`config.mk`:
```
export PLATFORM = sky130hd
export DESIGN_NAME = instr_fetch_unit
export DESIGN_NICKNAME = d
export VERILOG_FILES = /design/src/rtl/proc_isa_pkg.sv /design/src/rtl/imem_sync.sv /design/src/rtl/instr_fetch_unit.sv
export SDC_FILE = /design/constraint.sdc
export NUM_CORES = 1
export LEC_CHECK = 0
export ABC_AREA = 1
export BUFFER_PORTS_ARGS = -buffer_cell sky130_fd_sc_hd__buf_4
export CELL_PAD_IN_SITES_DETAIL_PLACEMENT = 1
export CELL_PAD_IN_SITES_GLOBAL_PLACEMENT = 1
export CORE_ASPECT_RATIO = 0.5
export CORE_MARGIN = 5
export CORE_UTILIZATION = 44
export CTS_CLUSTER_DIAMETER = 40
export DETAILED_ROUTE_END_ITERATION = 7
export HOLD_SLACK_MARGIN = 0.03
export PLACE_DENSITY_LB_ADDON = 0.1
export SLEW_MARGIN = 5
export SYNTH_ARGS = -nofsm -noshare
export SYNTH_HDL_FRONTEND = slang
export SYNTH_SLANG_ARGS = --single-unit
```
`constraint.sdc`:
```
create_clock -name clk -period 3.7 [get_ports clk]
set_clock_uncertainty 0.15 [all_clocks]
set_input_delay 0 -clock clk [delete_from_list [all_inputs] [get_ports clk]]
set_output_delay 0 -clock clk [all_outputs]
set_load 0.01 [all_outputs]
```
`src/rtl/proc_isa_pkg.sv`:
```
// Shared ISA definitions for the 16-bit GPR processor.
// Holds the opcode constants, the instruction field positions, the opcode
// legality check and the fetch-stage state encoding.
package proc_isa_pkg;

  // Opcode values, held in bits [31:27] of the instruction word
  localparam logic [4:0] MOVSGPR = 5'd0;
  localparam logic [4:0] MOV     = 5'd1;
  localparam logic [4:0] ADD     = 5'd2;
  localparam logic [4:0] SUB     = 5'd3;
  localparam logic [4:0] MUL     = 5'd4;
  localparam logic [4:0] HALT    = 5'd31;

  // Instruction field bit positions
  localparam int unsigned OPER_MSB  = 31;
  localparam int unsigned OPER_LSB  = 27;
  localparam int unsigned RDST_MSB  = 26;
  localparam int unsigned RDST_LSB  = 22;
  localparam int unsigned RSRC1_MSB = 21;
  localparam int unsigned RSRC1_LSB = 17;
  localparam int unsigned MODE_BIT  = 16;
  localparam int unsigned RSRC2_MSB = 15;
  localparam int unsigned RSRC2_LSB = 11;
  localparam int unsigned IMM_MSB   = 15;
  localparam int unsigned IMM_LSB   = 0;

  // Opcodes 0..4 are executable; HALT is handled separately by the fetch FSM
  function automatic logic is_legal_op(input logic [4:0] op);
    return (op <= MUL);
  endfunction

  typedef enum logic [2:0] {
    S_IDLE,
    S_FETCH,
    S_CHECK,
    S_ISSUE,
    S_DONE
  } fetch_state_t;

endpackage

```
`src/rtl/imem_sync.sv`:
```
// Program memory: IMEM_DEPTH x 32-bit single-port RAM, synchronous write,
// synchronous read (one-cycle latency), no reset of the contents.
// Ports: i_clk clock; i_we write enable; i_addr shared read/write address;
//        i_wdata write data; o_rdata registered read data.
module imem_sync #(
  parameter int IMEM_DEPTH = 16,
  parameter int ADDR_W     = $clog2(IMEM_DEPTH)
) (
  input  logic              i_clk,
  input  logic              i_we,
  input  logic [ADDR_W-1:0] i_addr,
  input  logic [31:0]       i_wdata,
  output logic [31:0]       o_rdata
);

  logic [31:0] r_mem [IMEM_DEPTH];

  always_ff @(posedge i_clk) begin
    if (i_we) begin
      r_mem[i_addr] <= i_wdata;
    end
    o_rdata <= r_mem[i_addr];
  end

endmodule

```
`src/rtl/instr_fetch_unit.sv`:
```
// Instruction fetch and issue stage. Walks the loadable program memory with a
// program counter, skips illegal opcodes, stops on HALT or at the last word,
// and offers each legal word to the execute stage over valid/ready.
// Ports: clk, rst_n (async active-low); load_en/load_addr/load_data program
//        load (IDLE/DONE only); start (IDLE/DONE only); abort (sync, to IDLE);
//        ir_out/ir_valid/ir_ready issue handshake; pc current address;
//        busy (FETCH/ISSUE); done (DONE); illegal_cnt skipped-word count.
module instr_fetch_unit
  import proc_isa_pkg::*;
#(
  parameter int IMEM_DEPTH = 16,
  parameter int ADDR_W     = $clog2(IMEM_DEPTH)
) (
  input  logic              clk,
  input  logic              rst_n,
  input  logic              load_en,
  input  logic [ADDR_W-1:0] load_addr,
  input  logic [31:0]       load_data,
  input  logic              start,
  input  logic              abort,
  output logic [31:0]       ir_out,
  output logic              ir_valid,
  input  logic              ir_ready,
  output logic [ADDR_W-1:0] pc,
  output logic              busy,
  output logic              done,
  output logic [7:0]        illegal_cnt
);

  localparam logic [ADDR_W-1:0] LAST_PC = ADDR_W'(IMEM_DEPTH - 1);

  fetch_state_t      r_state;
  logic [ADDR_W-1:0] r_pc;
  logic [31:0]       r_ir;
  logic              r_valid;
  logic              r_busy;
  logic              r_done;
  logic [7:0]        r_ill_cnt;

  logic              w_load_ok;
  logic              w_we;
  logic [ADDR_W-1:0] w_addr;
  logic [31:0]       w_rdata;
  logic [4:0]        w_op;

  // Loads are only accepted while the program is not running; abort wins.
  assign w_load_ok = (r_state == S_IDLE) || (r_state == S_DONE);
  assign w_we      = load_en && w_load_ok && !abort;
  // The single port is steered to pc only while fetching, so a load issued
  // together with start lands before the first fetch reads address 0.
  assign w_addr    = (r_state == S_FETCH) ? r_pc : load_addr;
  assign w_op      = w_rdata[OPER_MSB:OPER_LSB];

  imem_sync #(
    .IMEM_DEPTH (IMEM_DEPTH),
    .ADDR_W     (ADDR_W)
  ) u_imem (
    .i_clk   (clk),
    .i_we    (w_we),
    .i_addr  (w_addr),
    .i_wdata (load_data),
    .o_rdata (w_rdata)
  );

  // busy/done are registered alongside every state change so they always
  // reflect the state being entered.
  always_ff @(posedge clk or negedge rst_n) begin
    if (!rst_n) begin
      r_state   <= S_IDLE;
      r_pc      <= '0;
      r_ir      <= '0;
      r_valid   <= 1'b0;
      r_busy    <= 1'b0;
      r_done    <= 1'b0;
      r_ill_cnt <= '0;
    end else if (abort) begin
      r_state <= S_IDLE;
      r_valid <= 1'b0;
      r_busy  <= 1'b0;
      r_done  <= 1'b0;
    end else begin
      case (r_state)
        S_IDLE, S_DONE: begin
          if (start) begin
            r_state   <= S_FETCH;
            r_pc      <= '0;
            r_ill_cnt <= '0;
            r_busy    <= 1'b1;
            r_done    <= 1'b0;
          end
        end
        S_FETCH: begin
          r_state <= S_CHECK;
          r_busy  <= 1'b0;
        end
        S_CHECK: begin
          if (w_op == HALT) begin
            r_state <= S_DONE;
            r_done  <= 1'b1;
          end else if (!is_legal_op(w_op)) begin
            if (r_ill_cnt != '1) begin
              r_ill_cnt <= r_ill_cnt + 8'd1;
            end
            if (r_pc != LAST_PC) begin
              r_pc    <= r_pc + ADDR_W'(1);
              r_state <= S_FETCH;
              r_busy  <= 1'b1;
            end else begin
              r_state <= S_DONE;
              r_done  <= 1'b1;
            end
          end else begin
            r_ir    <= w_rdata;
            r_valid <= 1'b1;
            r_state <= S_ISSUE;
            r_busy  <= 1'b1;
          end
        end
        S_ISSUE: begin
          if (ir_ready) begin
            r_valid <= 1'b0;
            if (r_pc != LAST_PC) begin
              r_pc    <= r_pc + ADDR_W'(1);
              r_state <= S_FETCH;
            end else begin
              r_state <= S_DONE;
              r_busy  <= 1'b0;
              r_done  <= 1'b1;
            end
          end
        end
        default: begin
          r_state <= S_IDLE;
          r_valid <= 1'b0;
          r_busy  <= 1'b0;
          r_done  <= 1'b0;
        end
      endcase
    end
  end

  assign ir_out      = r_ir;
  assign ir_valid    = r_valid;
  assign pc          = r_pc;
  assign busy        = r_busy;
  assign done        = r_done;
  assign illegal_cnt = r_ill_cnt;

endmodule
```
[Word-level counts from Yosys, hierarchy flattened]
Memories as Yosys holds them, arrays and structs flattened. A register that Yosys moved wholly into a read port is not among the register bits.
Index checks and enable logic that the tools add are counted.
Storage, ports and cells
  register bits after elaboration: 50
  bits in writable memories: 512
  output and inout port bits: 47
  logic and storage cells: 91
  memories kept: 1
Memories
  u_imem.r_mem: words 16, bits a word 32, rd ports 1, clocked after Yosys merged registers in 1, write ports 1, RTL line imem_sync.sv:16  | logic [31:0] r_mem [IMEM_DEPTH];
Operators by class
  $add $sub $neg: 2
  magnitude comparators: 1
  equality and inequality tests: 21
  multiplexer cells: 41
  bitwise gates (word level): 2
  reduce and logical (&&, ||, !) cells: 16
Operators by type and width (count)
  2-to-1 mux 8 bit: 4
  2-to-1 mux 4 bit: 6
  2-to-1 mux 1 bit: 19
  2-to-1 mux 3 bit: 6
  one-hot mux 8 bit (2 select lines): 1
  != test 3 bit (second input constant): 5
  != test 2 bit (second input constant): 6
  != test 4 bit (second input constant): 3
  one-hot mux 3 bit (4 select lines): 1
  one-hot mux 4 bit (3 select lines): 1
  AND reduction 4 bit: 3
  AND reduction 6 bit: 2
  adder 8 x 1 -> 8 bit (second input constant): 1
  != test 8 bit (second input constant): 1
  == test 3 x 2 -> 1 bit (second input constant): 2
  one-hot mux 1 bit (3 select lines): 2
  == test 5 bit (second input constant): 1
  less-or-equal comparator 5 x 3 -> 1 bit (second input constant): 1
  AND reduction 5 bit: 1
  adder 4 x 1 -> 4 bit (second input constant): 1
  one-hot mux 1 bit (4 select lines): 1
  == test 3 x 1 -> 1 bit (second input constant): 1
  == test 3 bit (second input constant): 1
  zero test 3 bit: 1
  other kinds (10): 12

[Logic depth before layout (Yosys ltp)]
  depth after elaboration: 6
  mapped depth: 15
  depth with buffers taken out: 12

[Hierarchy]
From an unflattened synthesis, not the netlist that was laid out.
Unflattened totals
  cells, all modules: 2453
  area total of the unflattened synthesis: 24696.2 um2
Modules (own cells, without submodules)
  imem_sync: times used 1, cells each 2113, area an instance 22213.8 um2, sequential area each 16015.4 um2
  instr_fetch_unit: times used 1, cells each 340, area an instance 2482.4 um2, sequential area each 1251.2 um2

[Worst setup path after synthesis]
Ideal clock, no wire load.
  path type: register -> register
  from: register r_state[2]
  to: memory u_imem.r_mem[4][0] (enable)
  library setup time: 0.421 ns
  data arrival time: 2.880 ns
  data required time: 3.129 ns
  slack: 0.249 ns
  stages on the path, launching flop included: 8
  buffers on the path: 2
  path through: dfrtp_1 -> inv_1 -> nand3_2 -> o21ai_1 -> clkbuf_1 -> buf_2 -> nand3_1 -> nor2_1
On the way
  cells in the longest elaborated chain, start to end: 6
RTL lines
  start: declaration: RTL line instr_fetch_unit.sv:32  | fetch_state_t r_state;
  start signal: assignment: RTL line instr_fetch_unit.sv:69  | r_state <= S_IDLE;
  start signal: assignment: RTL line instr_fetch_unit.sv:77  | r_state <= S_IDLE;
  start signal: assignment: RTL line instr_fetch_unit.sv:85  | r_state <= S_FETCH;
  == test 3 bit or zero test 3 bit (tied branches): RTL line instr_fetch_unit.sv:47  | assign w_load_ok = (r_state == S_IDLE) || (r_state == S_DONE);
  logical OR 1 bit: RTL line instr_fetch_unit.sv:47
  logical AND 1 bit (2 in series): RTL line instr_fetch_unit.sv:48  | assign w_we = load_en && w_load_ok && !abort;
  2-to-1 mux 1 bit: RTL line imem_sync.sv:19  | if (i_we) begin
  2-to-1 mux 1 bit (not written as such): RTL line imem_sync.sv:20  | r_mem[i_addr] <= i_wdata;
  end: declaration: RTL line imem_sync.sv:16
Several ways; a longest one is shown, not always the timed one.

[Final worst setup path]
  from: register r_state[1]
  to: memory u_imem.r_mem[7][6] (enable)
The elaborated chain is that of the path after synthesis.

==> flow_metrics.tcl <==
set metrics [dict create \
    power.density_nw_per_um2 657.2 \
    rsz0062_at_grt "false" \
    post-place-ws_ps 705.3 \
    power_leakage_nw 12.25 \
    yosys.area_share.simple_pct 25.78 \
    synth_seq_cells 594 \
    dieWidth_um 345.8 \
    grt_antenna_before_repair 0 \
    synth_top_area_cell "edfxtp_1" \
    register_area_um2 17270 \
    synth_xor_area_share_pct 0.2825 \
    clk_latency_ps 610 \
    drive_gt1_share_pct 10.21 \
    cpMaxStageDelayCell "buf_4" \
    syn-cell-area_um2 24810 \
    grt_max_degree 190 \
    post_drt_wl_per_cell_um 21.55 \
    grt_pass1_vias 18260 \
    outcome "finished clean" \
    synth_common_cells "1238 x nand2_1, 512 x edfxtp_1, 306 x nand3_1" \
    max_clock_freq_ghz 0.3327 \
    cts_tree "yes" \
    synth_compound_area_share_pct 0.4035 \
    dr.first_iter.drc_count 1427 \
    cts_root_buf "clkbuf_16" \
    start_util_pct 44.58 \
    hpwl_mm 38.13 \
    crit_path_max_incr_delay_ps 540 \
    track_usage_pct 23.42 \
    clock_path_buffers 3 \
    end_kind "flop" \
    synthAdderAreaFrac_pct 0.1009 \
    synth_area_leaders "edfxtp_1 62%, nand2_1 19%, nand3_1 6.2%" \
    drcViolationCount 0 \
    yosysSeqAreaShare_pct 69.61 \
    synth_top_family_by_area "simple AND/OR/NAND/NOR gates" \
    cts.sinks 594 \
    cts_setup_buffers 0 \
    tns_ps 0 \
    syn_nets 2491 \
    globalRouteOverflowTotal 0 \
    h-tree-depth 2 \
    ios 89 \
    core_um2 55640 \
    drtPass1Iterations 7 \
    slew_viol_final 0 \
    finalCritPeriodShare_pct 81.23 \
    finalNetCount 2598 \
    wirelength_mm 72.44 \
    cpMostUsedCell "nand2_1" \
    critPathBufInv 4 \
    synthMuxAreaShare_pct 0 \
    finalHoldViolCount 0 \
    cp_top_family "simple AND/OR/NAND/NOR gates" \
    hold_path_class "input port to flop" \
    die-area_um2 61510 \
    setup_viol 0 \
    ir_worst_vdd_v 0.0004030 \
    syn_inst 2447 \
    port_buffers 88 \
    place.gp.congestion 0.7557 \
    crit_arrival_ps 3100 \
    antenna_left 0 \
    vias 17780 \
    post-route-min-period_ps 3006 \
    async_reset_ff_share_pct 8.418 \
    synth_ff_type "edfxtp_1" \
    crit_chain "inv_2 -> nand2_1 -> nor2_1 -> nand2_1 -> nand2_1 -> inv_1 -> nor2_4 -> inv_2 -> nor2_4 -> buf_4" \
    cp.required_ps 3800 \
    yosysTopAreaCellShare_pct 61.98 \
    hold_buffers 41 \
    critPathKind "flop to flop" \
    utilization_pct 51.88 \
    area_growth_pct 16.36 \
    maxSlewHeadroom_pct 28.35 \
    cts_buffers 59 \
    postLayoutSetupSlackWorst_ps 694.4 \
    viasPerCell 5.291 \
    cp_max_fo 24 \
    clk_pin_slew_worst_paths_ps 70 \
    cts_resized 0 \
    hold-worst-slack_ps 80.36 \
    yosysMostFrequentCell "nand2_1" \
    multi_input_area_um2 6770 \
    fillers 6039 \
    ys_types 26 \
    row_count 61 \
    synth_edf_count 512 \
    diodes 0 \
    cap_violations 0 \
    grt_pass1_wl_mm 110.6 \
    worst_pin_slew_ps 1075 \
    die_h_um 177.9 \
    finalPower_w 0.01897 \
    avgSynthCellArea_um2 10.14 \
    critPathLaunchType "flop" \
    synth_warnings 0 \
]
## sequential cells by signal (all words and copies together), names as in the netlist
name            flops
pc                  4
ir_valid            1
ir_out             32
done                1
illegal_cnt         8
r_state             3
u_imem.o_rdata     32
u_imem.r_mem      512
busy                1
## cell families after synthesis
group	after synthesis
adder cells (fa/ha/maj)	2
AO/OA/AOI/OAI	19
AND/OR/NAND/NOR	1596
XOR/XNOR	8
flip-flops	594
buffers and inverters	228
## power by group
part	switching, W	internal (W)
sequential	0.000269	0.00778
clock	0.00270	0.00350
combinational	0.00331	0.00142
## cells in the final DEF, fill, tap and decap left out, types with 2 or more instances in the layout
master            n
nand3_1         306
clkinvlp_4        7
clkbuf_1          5
dlygate4sd3_1    40
dfxtp_1          32
clkbuf_16        60
nand3b_1          2
nand2_4           2
dfrtp_1          50
clkinv_2         13
nand4_1           2
ha_1              2
inv_1            89
xor2_1            7
inv_2             3
clkinv_1         11
buf_4           135
edfxtp_1        512
bufinv_16         7
clkinv_8          2
nor2_4           20
o21ai_0          13
nand2_1        1235
buf_12            5
inv_6             5
nor2_1           25
## per-layer routing
layer  track usage [%]  wire, µm  vias up
li1                  -         -     8273
met4             4.275      1047        0
met1             32.70     34170     9078
met3             3.894      3593       82
met2             39.47     33630      350
met5                 0         0        -
## final timing paths
kind                       slack (ps)  cells past startpoint             endpoint          startpoint
hold / removal                     80                      2  u_imem.r_mem[7][18]       load_data[18]
setup / recovery                  690                     10   u_imem.r_mem[7][6]          r_state[1]
min in group asynchronous         340                      4       illegal_cnt[6]               rst_n
max in group asynchronous        2750                      4            ir_out[6]               rst_n
hold reg to reg                   280                      2           ir_out[20]  u_imem.o_rdata[20]
setup reg to reg                  690                     10   u_imem.r_mem[7][6]          r_state[1]
## area by class of cell
cell class	instances	area share, %
Clock buffer	66	5.314
Tap cell	756	3.277
Sequential cell	594	59.82
Inverter	93	1.218
Multi-Input combinational cell	1625	23.46
Clock inverter	46	1.574
Timing Repair Buffer	181	5.341
## through the flow
| step | area (µm²) | cells |
|---|---|---|
| after floorplan | 24810 | 2447 |
| after global placement | 26450 | 3208 |
| after global routing | 28860 | 3361 |
| after CTS | 28860 | 3361 |
| final | 28860 | 3361 |
| after detailed placement | 26450 | 3208 |
Power figures use the tool's default switching activity.
